$ cat config.mk
export PLATFORM = sky130hd
export DESIGN_NAME = decode_stage
export DESIGN_NICKNAME = d
export VERILOG_FILES = /design/src/rtl/decode_stage.sv
export SDC_FILE = /design/constraint.sdc
export NUM_CORES = 1
export LEC_CHECK = 0
export CAP_MARGIN = 20
export CORE_MARGIN = 2
export CORE_UTILIZATION = 41
export DETAILED_ROUTE_END_ITERATION = 16
export PLACE_DENSITY = 0.91
export SLEW_MARGIN = 20
export SYNTH_ARGS = -nofsm -noshare
export SYNTH_HDL_FRONTEND = slang
export SYNTH_SLANG_ARGS = --single-unit
$ cat constraint.sdc
create_clock -name clk -period 5 [get_ports clk]
set_clock_uncertainty 0.2 [all_clocks]
set_input_delay 0.5 -clock clk [delete_from_list [all_inputs] [get_ports clk]]
set_output_delay 0.5 -clock clk [all_outputs]
set_load 0.03 [all_outputs]
$ cat src/rtl/decode_stage.sv
// -----------------------------------------------------------------------------
// decode_stage
//
// Registered RISC-V instruction-decode stage between fetch and issue.
// It accepts one 32-bit instruction and its PC per valid/ready handshake. It
// splits the instruction into register indices, function codes, a
// sign-extended immediate and a format tag, and flags undecodable encodings.
// The output is a single-entry buffer that sustains one bundle per cycle.
//
// Parameters
//   XLEN      : 32 or 64. Sets the pc/imm width. W-opcodes are legal only at 64.
//   RVC_CHECK : when 1, an instruction with [1:0] != 2'b11 is flagged illegal.
//
// Ports
//   clk, rst            : clock (rising edge), asynchronous active-high reset
//   flush               : drops the held bundle and any concurrent transfer
//   in_valid / in_ready : upstream handshake (in_ready = !out_valid || out_ready)
//   in_instr, in_pc     : raw instruction and its address
//   out_valid/out_ready : downstream handshake
//   out_pc, out_opcode  : captured pc and instruction[6:0]
//   out_rd/rs1/rs2      : register indices, 0 when the format has no such field
//   out_funct3/funct7   : function codes, 0 when unused
//   out_imm             : sign-extended immediate, 0 for R-type
//   out_format          : R=0 I=1 S=2 B=3 U=4 J=5 invalid=7
//   out_illegal         : instruction not decodable
//
// Optional feature (macro DECODE_STAGE_PERF_EN)
//   perf_decoded, perf_illegal : 32-bit wrapping counters of output handshakes
//   and of illegal bundles handed downstream. Flushed bundles are not counted.
// -----------------------------------------------------------------------------
module decode_stage #(
  parameter int XLEN      = 64,
  parameter bit RVC_CHECK = 1'b1
) (
  input  logic            clk,
  input  logic            rst,
  input  logic            flush,
  input  logic            in_valid,
  output logic            in_ready,
  input  logic [31:0]     in_instr,
  input  logic [XLEN-1:0] in_pc,
  output logic            out_valid,
  input  logic            out_ready,
  output logic [XLEN-1:0] out_pc,
  output logic [6:0]      out_opcode,
  output logic [4:0]      out_rd,
  output logic [4:0]      out_rs1,
  output logic [4:0]      out_rs2,
  output logic [2:0]      out_funct3,
  output logic [6:0]      out_funct7,
  output logic [XLEN-1:0] out_imm,
  output logic [2:0]      out_format,
  output logic            out_illegal
`ifdef DECODE_STAGE_PERF_EN
  ,
  output logic [31:0]     perf_decoded,
  output logic [31:0]     perf_illegal
`endif
);

  typedef enum logic [2:0] {
    FMT_R   = 3'd0,
    FMT_I   = 3'd1,
    FMT_S   = 3'd2,
    FMT_B   = 3'd3,
    FMT_U   = 3'd4,
    FMT_J   = 3'd5,
    FMT_INV = 3'd7
  } fmt_e;

  localparam logic [6:0] OPC_OP        = 7'b0110011;
  localparam logic [6:0] OPC_OP_IMM    = 7'b0010011;
  localparam logic [6:0] OPC_LOAD      = 7'b0000011;
  localparam logic [6:0] OPC_JALR      = 7'b1100111;
  localparam logic [6:0] OPC_MISC_MEM  = 7'b0001111;
  localparam logic [6:0] OPC_SYSTEM    = 7'b1110011;
  localparam logic [6:0] OPC_STORE     = 7'b0100011;
  localparam logic [6:0] OPC_BRANCH    = 7'b1100011;
  localparam logic [6:0] OPC_LUI       = 7'b0110111;
  localparam logic [6:0] OPC_AUIPC     = 7'b0010111;
  localparam logic [6:0] OPC_JAL       = 7'b1101111;
  localparam logic [6:0] OPC_OP_IMM_32 = 7'b0011011;
  localparam logic [6:0] OPC_OP_32     = 7'b0111011;

  // ---------------------------------------------------------------------------
  // Output registers
  // ---------------------------------------------------------------------------
  logic            r_valid;
  logic [XLEN-1:0] r_pc;
  logic [6:0]      r_opcode;
  logic [4:0]      r_rd;
  logic [4:0]      r_rs1;
  logic [4:0]      r_rs2;
  logic [2:0]      r_funct3;
  logic [6:0]      r_funct7;
  logic [XLEN-1:0] r_imm;
  fmt_e            r_format;
  logic            r_illegal;

  // ---------------------------------------------------------------------------
  // Handshake
  // ---------------------------------------------------------------------------
  logic w_xfer;

  // The buffer can take a new bundle when it is empty or is being drained
  // this cycle. Flush deliberately does not gate in_ready; it only blocks the
  // register update.
  assign in_ready = !r_valid || out_ready;
  assign w_xfer   = in_valid && in_ready;

  // ---------------------------------------------------------------------------
  // Immediates, built at 32 bits and sign-extended to XLEN afterwards
  // ---------------------------------------------------------------------------
  logic [6:0]         w_opcode;
  logic signed [31:0] w_imm_i;
  logic signed [31:0] w_imm_s;
  logic signed [31:0] w_imm_b;
  logic signed [31:0] w_imm_u;
  logic signed [31:0] w_imm_j;

  assign w_opcode = in_instr[6:0];
  assign w_imm_i  = {{20{in_instr[31]}}, in_instr[31:20]};
  assign w_imm_s  = {{20{in_instr[31]}}, in_instr[31:25], in_instr[11:7]};
  assign w_imm_b  = {{19{in_instr[31]}}, in_instr[31], in_instr[7],
                     in_instr[30:25], in_instr[11:8], 1'b0};
  assign w_imm_u  = {in_instr[31:12], 12'b0};
  assign w_imm_j  = {{11{in_instr[31]}}, in_instr[31], in_instr[19:12],
                     in_instr[20], in_instr[30:21], 1'b0};

  // ---------------------------------------------------------------------------
  // Opcode classification
  // ---------------------------------------------------------------------------
  fmt_e w_fmt_raw;
  logic w_op_known;
  logic w_illegal;
  fmt_e w_fmt;

  always_comb begin
    // NOTE: every signal written here gets a default first, so no path can
    // leave it unassigned and infer a latch.
    w_fmt_raw  = FMT_INV;
    w_op_known = 1'b1;
    case (w_opcode)
      OPC_OP:                                     w_fmt_raw = FMT_R;
      OPC_OP_IMM, OPC_LOAD, OPC_JALR,
      OPC_MISC_MEM, OPC_SYSTEM:                   w_fmt_raw = FMT_I;
      OPC_STORE:                                  w_fmt_raw = FMT_S;
      OPC_BRANCH:                                 w_fmt_raw = FMT_B;
      OPC_LUI, OPC_AUIPC:                         w_fmt_raw = FMT_U;
      OPC_JAL:                                    w_fmt_raw = FMT_J;
      // W-opcodes only exist on RV64.
      OPC_OP_IMM_32: begin
        if (XLEN == 64) w_fmt_raw  = FMT_I;
        else            w_op_known = 1'b0;
      end
      OPC_OP_32: begin
        if (XLEN == 64) w_fmt_raw  = FMT_R;
        else            w_op_known = 1'b0;
      end
      default:                                    w_op_known = 1'b0;
    endcase
  end

  assign w_illegal = !w_op_known || (RVC_CHECK && (in_instr[1:0] != 2'b11));
  assign w_fmt     = w_illegal ? FMT_INV : w_fmt_raw;

  // ---------------------------------------------------------------------------
  // Field extraction: only fields the format actually carries are passed on,
  // everything else (including all fields of an illegal instruction) is zero.
  // ---------------------------------------------------------------------------
  logic [4:0]         w_rd;
  logic [4:0]         w_rs1;
  logic [4:0]         w_rs2;
  logic [2:0]         w_funct3;
  logic [6:0]         w_funct7;
  logic signed [31:0] w_imm32;
  logic [XLEN-1:0]    w_imm;

  always_comb begin
    w_rd     = '0;
    w_rs1    = '0;
    w_rs2    = '0;
    w_funct3 = '0;
    w_funct7 = '0;
    w_imm32  = '0;
    case (w_fmt)
      FMT_R: begin
        w_rd     = in_instr[11:7];
        w_rs1    = in_instr[19:15];
        w_rs2    = in_instr[24:20];
        w_funct3 = in_instr[14:12];
        w_funct7 = in_instr[31:25];
      end
      FMT_I: begin
        w_rd     = in_instr[11:7];
        w_rs1    = in_instr[19:15];
        w_funct3 = in_instr[14:12];
        w_imm32  = w_imm_i;
        // OP-IMM-32 shifts carry a funct7 that issue needs to tell SRAIW/SRLIW.
        if (w_opcode == OPC_OP_IMM_32) w_funct7 = in_instr[31:25];
      end
      FMT_S: begin
        w_rs1    = in_instr[19:15];
        w_rs2    = in_instr[24:20];
        w_funct3 = in_instr[14:12];
        w_imm32  = w_imm_s;
      end
      FMT_B: begin
        w_rs1    = in_instr[19:15];
        w_rs2    = in_instr[24:20];
        w_funct3 = in_instr[14:12];
        w_imm32  = w_imm_b;
      end
      FMT_U: begin
        w_rd    = in_instr[11:7];
        w_imm32 = w_imm_u;
      end
      FMT_J: begin
        w_rd    = in_instr[11:7];
        w_imm32 = w_imm_j;
      end
      default: ;
    endcase
  end

  // Signed source, so the width cast sign-extends on RV64.
  assign w_imm = XLEN'(w_imm32);

  // ---------------------------------------------------------------------------
  // Output buffer. Priority: reset, flush, load on transfer, drain on pop.
  // A pop without a push only clears valid; the data keeps its stale values.
  // ---------------------------------------------------------------------------
  always_ff @(posedge clk or posedge rst) begin
    // NOTE: the data registers are reset as well, because the idle output
    // values (zeros, format 7) are visible to downstream logic.
    if (rst) begin
      r_valid   <= 1'b0;
      r_pc      <= '0;
      r_opcode  <= '0;
      r_rd      <= '0;
      r_rs1     <= '0;
      r_rs2     <= '0;
      r_funct3  <= '0;
      r_funct7  <= '0;
      r_imm     <= '0;
      r_format  <= FMT_INV;
      r_illegal <= 1'b0;
    end else if (flush) begin
      r_valid <= 1'b0;
    end else if (w_xfer) begin
      // NOTE: non-blocking assignments throughout clocked state, so every
      // register samples the pre-edge values regardless of statement order.
      r_valid   <= 1'b1;
      r_pc      <= in_pc;
      r_opcode  <= w_opcode;
      r_rd      <= w_rd;
      r_rs1     <= w_rs1;
      r_rs2     <= w_rs2;
      r_funct3  <= w_funct3;
      r_funct7  <= w_funct7;
      r_imm     <= w_imm;
      r_format  <= w_fmt;
      r_illegal <= w_illegal;
    end else if (out_ready) begin
      r_valid <= 1'b0;
    end
  end

  assign out_valid   = r_valid;
  assign out_pc      = r_pc;
  assign out_opcode  = r_opcode;
  assign out_rd      = r_rd;
  assign out_rs1     = r_rs1;
  assign out_rs2     = r_rs2;
  assign out_funct3  = r_funct3;
  assign out_funct7  = r_funct7;
  assign out_imm     = r_imm;
  assign out_format  = r_format;
  assign out_illegal = r_illegal;

`ifdef DECODE_STAGE_PERF_EN
  // ---------------------------------------------------------------------------
  // Performance counters: count bundles actually handed downstream.
  // ---------------------------------------------------------------------------
  logic        w_pop;
  logic [31:0] r_perf_decoded;
  logic [31:0] r_perf_illegal;

  assign w_pop = r_valid && out_ready && !flush;

  always_ff @(posedge clk or posedge rst) begin
    if (rst) begin
      r_perf_decoded <= '0;
      r_perf_illegal <= '0;
    end else if (w_pop) begin
      r_perf_decoded <= r_perf_decoded + 32'd1;
      if (r_illegal) r_perf_illegal <= r_perf_illegal + 32'd1;
    end
  end

  assign perf_decoded = r_perf_decoded;
  assign perf_illegal = r_perf_illegal;
`endif

endmodule

==> impl_results.md, run 1 <==
* Seq/Total Area, Yosys at 0.581
* Slew @ Worst Pin at approximately 0.89 ns
* Worst-path fanout max at 34
* Setup TNS at 0 ns
* DR WL/cell at approximately 17 µm
* Sink Count at between 100 and 150
* Slew headroom at 0.405
* Crit. End Element: output port
* Post_cts resized at 0
* Initial antenna violation count at 0
* Final instance count without filler cells at 989
* Post-synth EDFFs at 0
* Final GP Congestion at between 0.9 and 1
* Row cnt at between 40 and 50
* Asr flop ratio synth at 1.00
* Placed cells at 957
* Fin crit share at 0.574
* Hold buffers post-CTS at 0
* Post-DP Area at about 8300 µm²
* Area grow syn2layout at 53.8%
* Pleak at approximately 4.0 nW
* Fin crit period at approximately 2.9 ns
* Syn avg cell area at 10.0 µm²
* Max Freq at between 300 and 400 MHz
* Status: completed
* CTS clk-pin slew, worst paths at around 0.06 ns
* Max cap viols at 0
* Final Cell Area at 8820 µm²
* Vias in the first global route at 4741
* # Post-CTS Setup Buffers at 0
* Unrepaired setup endpoints after global routing: no
* Die Wd at approximately 120 µm
* CTS max path bufs at 2
* YS warnings at 0
* WP data arrival at around 2.2 ns
* Final Net Count at ~900
* Min-Delay Path Class: flip-flop to flip-flop
* CTS Buf Count at 17
* Core area at 13800 µm²
* Most frequent cells in the layout: clkdlybuf4s50_1, nand2_1, dfrtp_1
* Antenna-violating nets left at 0
* CTS tree: done
* Worst setup SP type: flip-flop
* First-pass detailed-route iteration total at 5
* Ys flop type: dfrtp_1
* Cell count after synthesis at about 570
* First-pass GRT wire length at roughly 26 mm
* Peak VDD IR at 0.216 mV
* Syn nets at between 600 and 700
* Diode count at 0
* Count of final setup violators at 0
* Seq cells post-synth at approximately 130
* Slowest library cell on the worst path: dfrtp_1
* Largest net degree at the start of global routing at 101
* Die outline height at 122 µm
* Share of layout cells above drive strength 1 at 0.0680
* Residual DRC at 0
* Most common cell after layout, fill and taps aside: clkdlybuf4s50_1
* IO Pins at 267
* GRT Total Usage at 0.221
* DP HPWL at 12.1 mm
* Crit path max-delay family: flip-flops
* Buffers on Ports at around 270
* Fin. Hold Viols at 0
* Root buf cell: clkbuf_16
* GRT overflow at 0
* Via density at slightly above 5
* Cells along the critical path: clkdlybuf4s50_1
* PD cells at around 360 nW/µm²
* Mapped Area at roughly 5700 µm²
* Clk_lat worst skew at 0.40 ns
* Crit path buf inv count at 1
* Crit path kind: flip-flop to output port
* DR iter-0 viols at between 300 and 400
* Initial core utilization at 0.416
* Critical path data required time at approximately 4.3 ns
* Die area at about 15000 µm²
* Yosys cell types at 55
* Crit-path max cell delay at 0.93 ns
* Slew Viols, Final at 0
* H-tree Lvls at 4
* Drt total wl at between 15 and 20 mm
* Vias at just over 5000
==> flip-flops by register name (all words and copies together) (netlist names) <==
signal       cells
out_format       3
out_funct3       3
out_funct7       7
out_illegal      1
out_imm         32
out_opcode       7
out_pc          64
out_rd           5
out_rs1          5
out_rs2          5
out_valid        1
==> layout make-up <==
class,count,area [µm²]
inverters,3,16.3
clock buffers,17,425
fillers,1100,4960
well taps,180,225
clock inverters,15,135
repair buffers,271,2700
flip-flops and latches,133,3330
multi-input cells,370,1980
==> path summary, 6_finish.rpt <==
| kind | startpoint | end | slack [ns] | depth (start not counted) |
|---|---|---|---|---|
| setup / recovery | out_imm[31] | out_imm[58] | 2.13 | 1 |
| hold / removal | out_pc[37] | out_pc[37] | 0.27 | 2 |
| setup reg to reg | out_valid | out_imm[2] | 2.85 | 7 |
| hold reg to reg | out_pc[37] | out_pc[37] | 0.27 | 2 |
| max in group asynchronous | rst | out_format[2] | 3.13 | 3 |
| min in group asynchronous | rst | out_pc[44] | 0.46 | 2 |
==> through the flow <==
stage | setup slack, ns | utilization | hold slack, ns | power, mW
finish | 2.13 | 0.640 | 0.272 | 3.18
global route | 1.97 | 0.640 | 0.297 | 3.31
CTS | 2.11 | 0.640 | 0.279 | 3.20
detailed placement | 1.96 | 0.599 | 0.263 | 2.02
global placement | 2.03 | 0.599 | 0.255 | 2.00
floorplan | 0.751 | - | 0.355 | 1.66
==> cells in the mapped netlist (all sizes together), types with 3 or more instances <==
cell type	number	share of area
o21ai	9	0.0079
nand3	5	0.0052
nor3	4	0.0044
a31oi	4	0.0055
buf	57	0.067
a21oi	9	0.0092
dfstp	3	0.014
nand2	222	0.15
nor2b	4	0.0070
nor3b	3	0.0057
nand2b	3	0.0033
a221o	19	0.033
dfrtp	130	0.57
a21o	5	0.0065
clkbuf	8	0.0052
inv	3	0.0020
nor2	21	0.014
a22o	35	0.053
==> report_power, final <==
group | leakage (nW) | switching (mW) | internal, mW | total [mW]
combinational | 2.04 | 0.436 | 0.321 | 0.757
clock | 0.273 | 0.525 | 0.658 | 1.18
sequential | 1.72 | 0.0597 | 1.18 | 1.24
total | 4.04 | 1.02 | 2.16 | 3.18
==> routing by layer <==
layer / GRT usage / routed length, µm / up-vias
met2: 0.359 / 8090 / 250
met1: 0.281 / 6890 / 2412
met5: 0 / 0 / -
li1: - / - / 2339
met4: 0.0790 / 500 / 0
met3: 0.0664 / 1430 / 34
==> cell families (layout without fill, tap and decap cells) <==
group	count (synthesis)	in the layout	share of synthesized area
DFF	133	133	0.581
buffers and inverters	68	306	0.0742
xor gates and xnor gates	1	1	0.00153
and+or+nand+nor	278	278	0.212
AOI/OAI and AO/OA	91	91	0.131
(Power assumes the default switching activity.)
==> run 2: changes to the inputs <==
clock period = 2.9 ns   (was 5 ns; I/O delays follow)
==> run 2 against run 1 <==
Compared with the run above:
- final cell count is 0.81% higher
- sequential power is 72% higher
- register-to-register slack worse by 2.0 ns
- clock power is 85% higher
- critical path depth is 1 higher
- critical path type unchanged
- critical endpoint is now out_imm[53]
- largest power group is now the clock network
==> impl_results.md, run 2 (synthesis gave the netlist of run 1 again) <==
* Most frequent cells in the layout: clkdlybuf4s50_1, nand2_1, dfrtp_1
* Fillcell total at 1060 (-3.6%)
* Max cap viols at 0 (unchanged)
* Core area at 13800 µm² (unchanged)
* Initial antenna violation count at 0 (unchanged)
* Via density at 5.07 (-0.43%)
* Slew headroom at 0.470 (+0.0641)
* Residual DRC at 0 (unchanged)
* Max Freq at 445 MHz
* Crit path kind: flip-flop to output port
* Max reg flops at 64 (unchanged)
* Setup TNS at 0 ns (unchanged)
* CTS max path bufs at 2 (unchanged)
* Worst setup SP type: flip-flop
* Die Wd at 122 µm (unchanged)
* Final GP Congestion at 0.940 (+2.7%)
* First-pass GRT wire length at 25.8 mm (+1.1%)
* Placed cells at 965 (+0.84%)
* Peak VDD IR at 0.354 mV (+64%)
* Slew Viols, Final at 0 (unchanged)
* Status: completed
* Worst slack, placed at 0.297 ns (-1.67 ns)
* First-pass detailed-route iteration total at 4 (-1)
* DP HPWL at 12.2 mm (+0.77%)
* Vias at 5054 (+0.38%)
* Largest net degree at the start of global routing at 77 (-24%)
* Register area at 3330 µm² (unchanged)
* Drt total wl at 17.1 mm (+1.3%)
* Area grow syn2layout at 56.6%
* Count of final setup violators at 0 (unchanged)
* Slew @ Worst Pin at 0.796 ns (-0.0962 ns)
* Pleak at 4.11 nW (+1.8%)
* Sink Count at 133 (unchanged)
* PD cells at 628 nW/µm² (+74%)
* Die outline height at 122 µm (unchanged)
* Antenna-violating nets left at 0 (unchanged)
* Vias in the first global route at 4899 (+3.3%)
* Area of the multi-input gates at 1980 µm² (unchanged)
* Initial core utilization at 0.416 (unchanged)
* Diode count at 0 (unchanged)
* Root buf cell: clkbuf_16
* Final Net Count at 906 (+1.0%)
* GRT Total Usage at 0.226 (+0.00438)
* H-tree Lvls at 4 (unchanged)
* WP data arrival at 1.76 ns (-0.41 ns)
* DR iter-0 viols at 284 (-12%)
* Row cnt at 43 (unchanged)
* Crit. End Element: output port
* Most common cell after layout, fill and taps aside: clkdlybuf4s50_1
* Worst-path fanout max at 34 (unchanged)
* Critical path data required time at 2.41 ns (-1.89 ns)
* Die area at 14900 µm² (unchanged)
* Final instance count without filler cells at 997 (+0.81%)
* GRT overflow at 0 (unchanged)
* Fin crit period at around 2.2 ns
* # Post-CTS Setup Buffers at 0 (unchanged)
* CTS clk-pin slew, worst paths at 0.06 ns (about the same)
* Min-Delay Path Class: input port to flip-flop
* Buffers on Ports at 266 (unchanged)
* Share of layout cells above drive strength 1 at 0.0759 (+0.00790)
* CTS Buf Count at 17 (unchanged)
* IO Pins at 267 (unchanged)
* Worst setup margin at 0.651 ns (-1.48 ns)
* DR WL/cell at 17.2 µm (+0.47%)
* CTS tree: done
* Unrepaired setup endpoints after global routing: no
* Fin crit share at 0.776
* Clk_lat worst skew at 0.41 ns (about the same)
* Fin. Hold Viols at 0 (unchanged)
-- run 2: where the power goes --
group / leakage [nW] / total, mW / internal, mW / switching (mW)
clock network: 0.288 / 2.18 / 1.39 / 0.791
registers: 1.72 / 2.13 / 2.04 / 0.0960
logic: 2.10 / 1.33 / 0.569 / 0.761
-- run 2: worst paths after layout --
check,start,to,slack (ns),cells past startpoint
worst max-delay path,out_imm[31],out_imm[53],0.65,2
worst min-delay path,in_pc[62],out_pc[62],0.21,3
worst max register to register,out_valid,out_funct7[3],0.88,5
worst min register to register,out_pc[13],out_pc[13],0.27,2
max in group asynchronous,rst,out_rs1[0],1.27,4
min in group asynchronous,rst,out_pc[51],0.56,3
-- run 2: what timing repair did --
action	4_1_cts	5_1_grt
hold endpoints to repair	9	0
hold buffers	1	0
gates resized for setup	0	0
-- run 2: layout make-up --
cell class,count,area share
Multi-Input combinational cell,370,0.221
Sequential cell,133,0.371
Tap cell,180,0.0251
Clock inverter,12,0.0170
Clock buffer,19,0.0504
Inverter,3,0.00167
Timing Repair Buffer,280,0.314
-- run 2: per-layer routing --
layer | routed length [µm] | GRT usage | share of wire
met4 | 455 | 0.0948 | 0.027
met3 | 1280 | 0.0637 | 0.075
met1 | 6730 | 0.268 | 0.39
met2 | 8660 | 0.384 | 0.51
met5 | 0 | 0 | 0
-- run 2: critical path, stage by stage, from the launching register on --
cell	delay, ns
dfrtp_1	0.33
buf_4	0.28
clkdlybuf4s50_1	0.74
-- run 2: per-stage QoR --
step	hold slack, ns	instance area [µm²]	total power, mW	utilization
finish	0.206	8980	5.64	0.652
global route	0.187	8980	5.88	0.652
CTS	0.187	8980	5.70	0.652
detailed placement	0.261	8370	3.50	0.607
global placement	0.256	8370	3.47	0.607
floorplan	0.156	5740	2.86	-
==> run 3: changes to the inputs <==
clock period = 2.2 ns   (was 2.9 ns; I/O delays follow)
==> run 3 against run 2 <==
Compared with the run above:
- hold slack worse by 0.11 ns
- utilization is 1.7 points higher
- register-to-register slack worse by 0.65 ns
- die area stayed put
- global-route usage is 1.2 points higher
- clock power is 22% higher
- sequential power is 32% higher
- design area is 2.6% higher
- final cell count is 2.8% higher
- critical endpoint is now out_imm[43]
- flip-flop and latch count stayed put
- total power is 29% higher
==> impl_results.md, run 3 (synthesis gave the netlist of run 1 again) <==
* Final Cell Area at 9220 µm² (+2.6%)
* Fin crit period at roughly 2.1 ns
* Sink Count at 133 (unchanged)
* Vias in the first global route at 5144 (+5.0%)
* Antenna-violating nets left at 0 (unchanged)
* Fillcell total at 1052 (-0.75%)
* Count of final setup violators at 0 (unchanged)
* Most frequent cells in the layout: clkdlybuf4s50_1, nand2_1, dfrtp_1
* Via density at 5.03 (-0.79%)
* Slew @ Worst Pin at 0.555 ns (-0.240 ns)
* Peak VDD IR at 0.517 mV (+46%)
* Vias at 5155 (+2.0%)
* Worst setup SP type: flip-flop
* Final GP Congestion at 0.930 (-1.1%)
* CTS clk-pin slew, worst paths at 0.06 ns (about the same)
* Post-DP Area at 8610 µm² (+2.9%)
* CTS tree: done
* Core area at 13800 µm² (unchanged)
* DR iter-0 viols at 281 (-1.1%)
* Root buf cell: clkbuf_16
* Register area at 3330 µm² (unchanged)
* Drt total wl at 17.9 mm (+4.3%)
* WP data arrival at 1.71 ns (-0.05 ns)
* IO Pins at 267 (unchanged)
* Die area at 14900 µm² (unchanged)
* Initial core utilization at 0.416 (unchanged)
* Pleak at 4.68 nW (+14%)
* Power Total at 7.25 mW (+29%)
* Fin crit share at 0.969
* GRT Total Usage at 0.238 (+0.0124)
* First-pass GRT wire length at 27.2 mm (+5.4%)
* Buffers on Ports at 266 (unchanged)
* Status: completed
* Final instance count without filler cells at 1025 (+2.8%)
* Worst slack, placed at -0.0752 ns (-0.372 ns)
* Area grow syn2layout at 60.8%
* PD cells at 787 nW/µm² (+25%)
* DR WL/cell at 17.4 µm (+1.4%)
* Diode count at 0 (unchanged)
* Row cnt at 43 (unchanged)
* Placed cells at 994 (+3.0%)
* Share of layout cells above drive strength 1 at 0.107 (+0.0306)
* Max Freq at about 470 MHz
* H-tree Lvls at 4 (unchanged)
* Area of the multi-input gates at 1980 µm² (unchanged)
* Die Wd at 122 µm (unchanged)
* Setup TNS at 0 ns (unchanged)
* Residual DRC at 0 (unchanged)
* Worst-path fanout max at 34 (unchanged)
* First-pass detailed-route iteration total at 4 (unchanged)
* Initial antenna violation count at 0 (unchanged)
* Worst setup margin at 0.0672 ns (-0.583 ns)
* Clk_lat worst skew at 0.41 ns (about the same)
* Crit path kind: flip-flop to output port
* GRT overflow at 0 (unchanged)
* Crit. End Element: output port
* Largest net degree at the start of global routing at 71 (-7.8%)
* Slew Viols, Final at 0 (unchanged)
* Slew headroom at 0.628 (+0.159)
* CTS Buf Count at 17 (unchanged)
* Max cap viols at 0 (unchanged)
* Critical path data required time at 1.78 ns (-0.63 ns)
* Final Net Count at 934 (+3.1%)
* DP HPWL at 12.9 mm (+5.5%)
* Hold buffers post-CTS at 0 (-1)
* Min-Delay Path Class: input port to asynchronous set/reset pin
* Die outline height at 122 µm (unchanged)
* Most common cell after layout, fill and taps aside: clkdlybuf4s50_1
* Max reg flops at 64 (unchanged)
* Fin. Hold Viols at 0 (unchanged)
* CTS max path bufs at 2 (unchanged)
==> run 3: per-layer routing <==
metal,track usage,share of wire
met1,0.286,0.39
met2,0.409,0.50
met5,0,0
met4,0.0920,0.031
met3,0.0613,0.079
==> run 3: worst paths after layout <==
check                      depth (start not counted)   startpoint            end  slack, ns
min in group clk                                   3    in_pc[55]     out_pc[55]       0.13
max in group asynchronous                          3          rst  out_format[2]       1.34
max                                                2  out_imm[31]    out_imm[43]       0.07
min                                                3          rst     out_pc[41]        0.1
min reg2reg                                        2    out_pc[0]      out_pc[0]       0.27
max reg2reg                                        5    out_valid    out_imm[14]       0.23
==> run 3: critical path: stages (launching register included) <==
cell	delay (ns)
dfrtp_1	0.32
buf_4	0.26
clkdlybuf4s50_1	0.72
==> run 3: final cells by class <==
| class | count | area share |
|---|---|---|
| clock buffers | 19 | 0.0480 |
| flip-flops and latches | 133 | 0.361 |
| repair buffers | 308 | 0.338 |
| well taps | 180 | 0.0244 |
| inverters | 3 | 0.00163 |
| clock inverters | 12 | 0.0117 |
| multi-input cells | 370 | 0.215 |
==> run 3: where the power goes <==
group          switching [mW]  internal, mW  total (mW)
Clock                    1.07          1.58        2.65
Combinational            1.02         0.777        1.79
Sequential              0.131          2.68        2.81
==> run 3: stage by stage <==
stage	hold slack (ns)	utilization
2_1_floorplan	0.0864	-
3_3_place_gp	0.257	0.625
3_5_place_dp	0.262	0.625
4_1_cts	0.102	0.665
5_1_grt	0.126	0.669
6_report	0.0981	0.669
==> run 3: repair_timing <==
action | CTS | global route
setup endpoints to repair | 3 | 32
gates resized for setup | 2 | 25
hold endpoints to repair | 0 | 0
buffers inserted | 0 | 0
